==> config.mk <==
export PLATFORM = sky130hd
export DESIGN_NAME = ndp_job_scheduler
export DESIGN_NICKNAME = d
export VERILOG_FILES = /design/src/rtl/ndp_job_scheduler.sv
export SDC_FILE = /design/constraint.sdc
export NUM_CORES = 1
export LEC_CHECK = 0
export ABC_AREA = 1
export CORE_MARGIN = 2
export CORE_UTILIZATION = 33
export DETAILED_ROUTE_END_ITERATION = 7
export PLACE_DENSITY_LB_ADDON = 0.08
export SETUP_SLACK_MARGIN = 0.05
export SLEW_MARGIN = 20
export SYNTH_ARGS = -nofsm -noshare
export SYNTH_HDL_FRONTEND = slang
export SYNTH_SLANG_ARGS = --single-unit
==> constraint.sdc <==
create_clock -name clk -period 4.3 [get_ports clk]
set_input_delay 0.43 -clock clk [delete_from_list [all_inputs] [get_ports clk]]
set_output_delay 0.43 -clock clk [all_outputs]
set_load 0.01 [all_outputs]
==> src/rtl/ndp_job_scheduler.sv <==
// ndp_job_scheduler: round-robin arbiter sharing one NDP core between NUM_REQ job requesters.
// Optional WAIT_DONE watchdog enabled by defining NDP_SCHED_TIMEOUT_EN.
module ndp_job_scheduler #(
  parameter int NUM_REQ        = 4,
  parameter int ID_W           = 2,
  parameter int CLR_CYCLES     = 2,
  parameter int TIMEOUT_CYCLES = 4096
) (
  input  logic                  clk,
  input  logic                  reset,
  input  logic [NUM_REQ-1:0]    req_valid,
  input  logic [32*NUM_REQ-1:0] req_data,
  input  logic [NUM_REQ-1:0]    req_last,
  output logic [NUM_REQ-1:0]    req_ready,
  output logic [NUM_REQ-1:0]    res_valid,
  input  logic [NUM_REQ-1:0]    res_ack,
  output logic [NUM_REQ-1:0]    res_error,
  output logic                  core_data_in_flag,
  output logic [31:0]           core_data_in,
  input  logic                  core_data_read_flag,
  input  logic                  core_calc_done_flag,
  output logic                  core_reset,
  output logic [ID_W-1:0]       grant_id,
  output logic                  busy,
  output logic                  proto_err
);
  localparam int CW = $clog2(CLR_CYCLES + 1);
  typedef enum logic [2:0] {IDLE, STREAM, WAIT_DONE, HOLD, CLEAR} state_t;
  state_t state_q, state_d;
  logic [ID_W-1:0] rr_ptr_q, rr_ptr_d, grant_q, grant_d, pick, idx;
  logic [NUM_REQ-1:0] res_valid_q, res_valid_d;
  logic [CW-1:0] clr_q, clr_d;
  logic proto_err_q, proto_err_d, xfer_q, xfer_d, core_reset_q, busy_q;
  logic vg, rdy, timeout;
  if (NUM_REQ < 2 || (1 << ID_W) < NUM_REQ || CLR_CYCLES < 1 || TIMEOUT_CYCLES < 1) begin : g_bad_cfg
    $error("ndp_job_scheduler: invalid parameters");
  end
  assign vg                = req_valid[grant_q];
  assign rdy               = state_q == STREAM && vg && core_data_read_flag;
  assign req_ready         = rdy ? NUM_REQ'(1) << grant_q : '0;
  assign core_data_in_flag = state_q == STREAM && vg;
  assign core_data_in      = req_data[32*grant_q +: 32];
  assign res_valid         = res_valid_q;
  assign core_reset        = core_reset_q;
  assign grant_id          = grant_q;
  assign busy              = busy_q;
  assign proto_err         = proto_err_q;
`ifdef NDP_SCHED_TIMEOUT_EN
  localparam int TW = $clog2(TIMEOUT_CYCLES + 1);
  logic [TW-1:0] to_q;
  logic [NUM_REQ-1:0] res_error_q;
  assign timeout   = state_q == WAIT_DONE && !core_calc_done_flag && to_q == TW'(TIMEOUT_CYCLES - 1);
  assign res_error = res_error_q;
  always_ff @(posedge clk) begin
    to_q        <= (reset || state_q != WAIT_DONE) ? '0 : to_q + 1'b1;
    res_error_q <= (!reset && timeout) ? NUM_REQ'(1) << grant_q : '0;
  end
`else
  assign timeout   = 1'b0;
  assign res_error = '0;
`endif
  // Descending scan so the requester closest to rr_ptr is the last (winning) assignment.
  always_comb begin
    pick = rr_ptr_q;
    idx  = rr_ptr_q;
    for (int k = NUM_REQ - 1; k >= 0; k--) begin
      idx = ID_W'((int'(rr_ptr_q) + k) % NUM_REQ);
      if (req_valid[idx]) pick = idx;
    end
  end
  always_comb begin
    state_d     = state_q;
    rr_ptr_d    = rr_ptr_q;
    grant_d     = grant_q;
    res_valid_d = res_valid_q;
    proto_err_d = proto_err_q;
    xfer_d      = xfer_q;
    clr_d       = state_q == CLEAR ? clr_q + 1'b1 : '0;
    unique case (state_q)
      IDLE: if (|req_valid) begin
        grant_d = pick;
        xfer_d  = 1'b0;
        state_d = STREAM;
      end
      STREAM: if (rdy) begin
        xfer_d  = 1'b1;
        state_d = req_last[grant_q] ? WAIT_DONE : STREAM;
      end else if (!vg && xfer_q) begin
        proto_err_d = 1'b1;
        state_d     = WAIT_DONE;
      end
      WAIT_DONE: if (core_calc_done_flag) begin
        res_valid_d[grant_q] = 1'b1;
        state_d              = HOLD;
      end else if (timeout) state_d = CLEAR;
      HOLD: if (res_ack[grant_q]) begin
        res_valid_d[grant_q] = 1'b0;
        state_d              = CLEAR;
      end
      CLEAR: if (clr_q == CW'(CLR_CYCLES - 1)) begin
        state_d  = IDLE;
        rr_ptr_d = grant_q == ID_W'(NUM_REQ - 1) ? '0 : grant_q + 1'b1;
      end
      default: state_d = IDLE;
    endcase
  end
  always_ff @(posedge clk) begin
    if (reset) begin
      state_q      <= IDLE;
      rr_ptr_q     <= '0;
      grant_q      <= '0;
      res_valid_q  <= '0;
      proto_err_q  <= 1'b0;
      xfer_q       <= 1'b0;
      clr_q        <= '0;
      core_reset_q <= 1'b1;
      busy_q       <= 1'b0;
    end else begin
      state_q      <= state_d;
      rr_ptr_q     <= rr_ptr_d;
      grant_q      <= grant_d;
      res_valid_q  <= res_valid_d;
      proto_err_q  <= proto_err_d;
      xfer_q       <= xfer_d;
      clr_q        <= clr_d;
      core_reset_q <= state_d == CLEAR;
      busy_q       <= state_d != IDLE;
    end
  end
endmodule

==> metrics.cfg, run 1 <==
[final_layout]
drive_gt1_share_pct = 4.17
syn2layout_area_growth_pct = 95.4
nNetsFinal = 678
antenna_cells = 0
final_core_util_pct = 66.2

[setup_path]
cp_top_family = buffers and inverters
cp.arrival_ps = 2700
end_kind = output pin
crit_slowest_cell = dfxtp_2
cpMostUsedCell = nand2_1
critPathLaunchType = flop
crit_required_ps = 3870
critPathMaxFanout = 40
regToRegStartpoint = grant_id[0]
crit_buf_inv = 2
reg2reg_depth = 10
cpPeakStageDelay_ps = 720
critPathKind = flop to output pin
reg2reg_to = busy
path_cells = buf_4 -> nand2_1 -> nand3_1 -> nand2_2 -> nor2_4 -> nand2_1 -> nor2_1 -> clkdlybuf4s50_1
reg2reg_slack_ps = 2200

[logic_synthesis]
async_reset_ff_share_pct = 0
yosys.area.top_type = dfxtp_1
yosysWarnings = 0
netlist_area_um2 = 2000
synth_top_cell_area_share_pct = 17.1
ys_top_cells_by_area = dfxtp_1 17%, nor2_1 15%, o21ai_0 15%
synth.distinct_cells = 30
synth_seq_cells = 17
ys.flop_type = dfxtp_1
synth.most_common_cell = nor2_1
yosys-top-cells-count = 78 x nor2_1, 58 x o21ai_0, 48 x nand2_1
synth_edf_count = 0
avgSynthCellArea_um2 = 5.56
synth_cells = 359
yosysSeqAreaShare_pct = 17.1

[clock_tree]
cts_hold_buf = 0
tritoncts = built
h-tree-depth = 1
clockBufferDepth = 2
numCtsBuffers = 3
cts_setup_buffers = 0
postCtsResizedCells = 0
clk_pin_slew_worst_paths_ps = 70
clk-insertion-delay-late_ps = 250
cts_root_buf = clkbuf_8
clock_sinks = 17

[global_routing]
grt_overflow = 0
gr-usage-all-layers_pct = 25.4
antenna_found_initial = 0
grt_max_degree = 73
grt_pass1_vias = 2839
grt_first_pass_wirelength_um = 13300

[pwr]
powerDensity_nw_per_um2 = 225
power.switching_uw = 333
p_leak_uw = 0.00157
vdd_drop_max_mv = 0.144
p_comb_share_pct = 65.6
p_seq_share_pct = 20.7
p_sw_share_pct = 37.9
internal-power_uw = 546
power_frac_clock_pct = 13.7

[drt]
route.vias.total = 3010
drt_pass1_iterations = 4
totalWireLength_um = 8680
drc = 0
drt_iter0_drc = 129
viasPerCell = 4.99
wire_per_inst_um = 14.4
ant_nets = 0

[placed_design]
dp_hpwl_um = 6740
port_buffers = 189
gp_congestion = 0.978

[run_status]
outcome = complete, no violations

[die]
dieArea_um2 = 6690
row_count = 28
io_pins = 194
coreArea_um2 = 5890
die_h_um = 81.8
start_util_pct = 33.9
die_x_um = 81.8

[timing]
finalSetupTns_ps = 0
tightest_slew_ps = 642
maxSlewViolCount = 0
hold_violations = 0
min_period_ps = 3130
skew_ps = 1.66
rsz0062_at_grt = no
holdWs_ps = 438
setup_viol = 0
fmax_mhz = 320
slew_headroom_pct = 57.2
finalCritPeriodShare_pct = 72.7

[min_path]
min-delay-start = clr_q[0]
hold_end = clr_q[0]
min_path_cells = 1
hold_class = flop to flop

[job]
drv_cap = 0

-- metal layers --
layer	up-vias	GRT usage, %	part of all wire (%)
met4	0	11.2	4.3
met1	1296	27.9	39
met3	28	8.68	9.2
met2	146	44.1	47
li1	1540	-	-
met5	-	0	0
-- cell families after synthesis --
group / after synthesis / synth area share [%]
buffers and inverters: 57 / 13.4
and+or+nand+nor: 152 / 31.8
AOI/OAI and AO/OA: 125 / 33.5
DFF: 17 / 17.1
adders and majority gates: 5 / 3.13
xor gates and xnor gates: 2 / 0.878
other: 1 / 0.188
-- worst max-delay path by stage --
stage          cells after the start  slack [ps]        start                to
6_report                           8        1170  grant_id[0]      req_ready[1]
5_1_grt                            8        1000  grant_id[0]      req_ready[2]
4_1_cts                            8        1170  grant_id[0]      req_ready[1]
3_5_place_dp                       8        1450  grant_id[0]      req_ready[1]
3_3_place_gp                       8        1530  grant_id[0]      req_ready[1]
2_1_floorplan                      5        2540  grant_id[0]  core_data_in[18]
-- metrics by stage --
stage	instance area (um2)	std cells	total power (uW)	setup WS, ps
final	3900	603	879	1170
after global routing	3900	603	945	999
after CTS	3900	603	884	1170
after detailed placement	3850	599	760	1450
after global placement	3850	599	755	1530
after floorplan	2010	362	445	2540
-- layout make-up --
| cell class | instances | area [um2] |
|---|---|---|
| repair buffers | 191 | 1910 |
| clock inverters | 1 | 5.00 |
| flip-flops and latches | 17 | 342 |
| fillers | 521 | 1990 |
| multi-input cells | 288 | 1400 |
| clock buffers | 3 | 41.3 |
| inverters | 28 | 110 |
| well taps | 75 | 93.8 |
-- power by group through the flow --
stage	Clock [uW]	Sequential, uW	Combinational [uW]
after global routing	132	184	630
after floorplan	0	178	267
after CTS	123	182	579
final	120	182	577
after detailed placement	0	186	574
after global placement	0	185	571
-- placed cells by master (no fill, tap or decap), types with 2 or more instances in the layout --
| cell type | netlist | final |
|---|---|---|
| a21oi_1 | 14 | 14 |
| buf_4 | 6 | 2 |
| clkbuf_8 | 0 | 3 |
| clkdlybuf4s50_1 | 0 | 189 |
| conb_1 | 1 | 4 |
| dfxtp_1 | 17 | 16 |
| ha_1 | 5 | 5 |
| inv_1 | 22 | 22 |
| inv_2 | 3 | 3 |
| inv_4 | 2 | 2 |
| nand2_1 | 48 | 48 |
| nand2_2 | 3 | 3 |
| nand3_1 | 14 | 14 |
| nor2_1 | 78 | 78 |
| nor2_2 | 4 | 4 |
| o21ai_0 | 58 | 58 |
| o21ai_1 | 19 | 19 |
| o22ai_1 | 32 | 32 |
(Power assumes the default switching activity.)
==> run 2: changes to the inputs <==
CORE_UTILIZATION = 28   (was 33)
clock period = 2.75 ns   (was 4.3 ns; I/O delays follow)
==> run 2 against run 1 <==
Against the previous run: sequential power grew 48%; die area grew 17%; core utilization shrank 8.3 points; via count grew 1.4%.
==> metrics.cfg, run 2 (same netlist as run 1, synthesis figures left out) <==
[final_layout]
seq_area_um2 = 342  ; unchanged
antenna_cells = 0  ; unchanged
multiInputGateArea_um2 = 1400  ; unchanged
fill_cells = 686  ; +32%
drive_gt1_share_pct = 4.89  ; +0.72 points
stdcell_count = 628  ; +4.1%
nNetsFinal = 682  ; +0.59%
syn2layout_area_growth_pct = 98.2
final_common_cell = clkdlybuf4s50_1
layout_common_cells = 189 x clkdlybuf4s50_1, 78 x nor2_1, 58 x o21ai_0, 48 x nand2_1, 32 x o22ai_1

[global_routing]
grt_pass1_vias = 2989  ; +5.3%
grt_overflow = 0  ; unchanged
grt_max_degree = 56  ; -23%
antenna_found_initial = 0  ; unchanged
grt_first_pass_wirelength_um = 14400  ; +8.5%
gr-usage-all-layers_pct = 23.4  ; -2.0 points

[timing]
finalSetupTns_ps = 0  ; unchanged
fmax_mhz = 404
skew_ps = 5.40  ; +3.74 ps
min_period_ps = 2470
finalCritPeriodShare_pct = 89.9
maxSlewViolCount = 0  ; unchanged
rsz0062_at_grt = no
hold_violations = 0  ; unchanged
setup_viol = 0  ; unchanged

[setup_path]
crit_required_ps = 2480  ; -1390 ps
end_kind = output pin
critPathKind = flop to output pin
cp.arrival_ps = 2200  ; -500 ps
critPathMaxFanout = 35  ; -13%
critPathLaunchType = flop
reg2reg_slack_ps = 980  ; -1220 ps

[pwr]
total_power_uw = 1390  ; +58%
powerDensity_nw_per_um2 = 351  ; +56%
vdd_drop_max_mv = 0.178  ; +23%
p_leak_uw = 0.00159  ; +1.2%

[drt]
wire_per_inst_um = 14.7  ; +1.8%
drt_pass1_iterations = 5  ; +1
ant_nets = 0  ; unchanged
totalWireLength_um = 9200  ; +6.1%
viasPerCell = 4.86  ; -2.6%
drt_iter0_drc = 103  ; -20%
route.vias.total = 3053  ; +1.4%
drc = 0  ; unchanged

[placed_design]
dp_hpwl_um = 7280  ; +7.9%
gp_congestion = 0.905  ; -7.5%
dpl.cell_count = 624  ; +4.2%
port_buffers = 189  ; unchanged

[die]
start_util_pct = 29.2  ; -4.7 points
row_count = 30  ; +7.1%
coreArea_um2 = 6830  ; +16%
die_x_um = 88.4  ; +8.1%
io_pins = 194  ; unchanged
dieArea_um2 = 7820  ; +17%
die_h_um = 88.4  ; +8.1%

[job]
drv_cap = 0  ; unchanged

[clock_tree]
cts_hold_buf = 0  ; unchanged
cts_root_buf = clkbuf_8
clk-insertion-delay-late_ps = 250  ; about the same
numCtsBuffers = 3  ; unchanged
h-tree-depth = 1  ; unchanged
clock_sinks = 17  ; unchanged
clk_pin_slew_worst_paths_ps = 70  ; about the same
clockBufferDepth = 2  ; unchanged
tritoncts = built
postCtsResizedCells = 0  ; unchanged
cts_setup_buffers = 0  ; unchanged

[min_path]
hold_class = flop to flop

[run_status]
outcome = complete, no violations

run 2: cell count changes in the layout (fill, tap and decap cells not counted):
cell | previous run | this run
buf_4 | 2 | 6
run 2: final cells by class:
type	instances	area share, %
Multi-Input combinational cell	288	35.4
Inverter	28	2.78
Tap cell	96	3.04
Clock inverter	1	0.127
Timing Repair Buffer	195	49.0
Sequential cell	17	8.64
Clock buffer	3	1.04
run 2: layer usage:
layer | vias up | wire (um) | global-route usage [%]
li1 | 1549 | - | -
met1 | 1354 | 3660 | 26.6
met2 | 130 | 4450 | 42.9
met3 | 20 | 770 | 6.16
met4 | 0 | 320 | 7.02
met5 | - | 0 | 0
run 2: critical path, cell delays in order (launching register included):
cell and delay [ps]:
dfxtp_2 370, inv_4 270, nand2_1 80, nand3_1 90, nand2_2 100, nor2_4 110, nand2_1 170, nor2_1 180
clkdlybuf4s50_1 560
run 2: worst paths after layout:
| check | start | end | cells past startpoint |
|---|---|---|---|
| worst max-delay path | grant_id[0] | req_ready[0] | 8 |
| worst min-delay path | clr_q[0] | clr_q[0] | 1 |
| worst max register to register | grant_id[0] | busy | 8 |
| worst min register to register | clr_q[0] | clr_q[0] | 1 |
run 2: power by group:
| group | switching [uW] | total [uW] | leakage [uW] | internal, uW |
|---|---|---|---|---|
| combinational | 426 | 929 | 0.00143 | 503 |
| sequential | 11.0 | 270 | 0.000139 | 259 |
| clock | 90.2 | 191 | 0.0000255 | 101 |
| total | 527 | 1390 | 0.00159 | 863 |
run 2: metrics by stage:
step	worst slack, ps	hold WS [ps]	instance area (um2)	utilization, %
after floorplan	1150	344	2010	-
after global routing	116	438	3960	57.9
after global placement	478	405	3910	57.2
after detailed placement	443	409	3910	57.2
final	277	419	3960	57.9
after CTS	281	420	3960	57.9
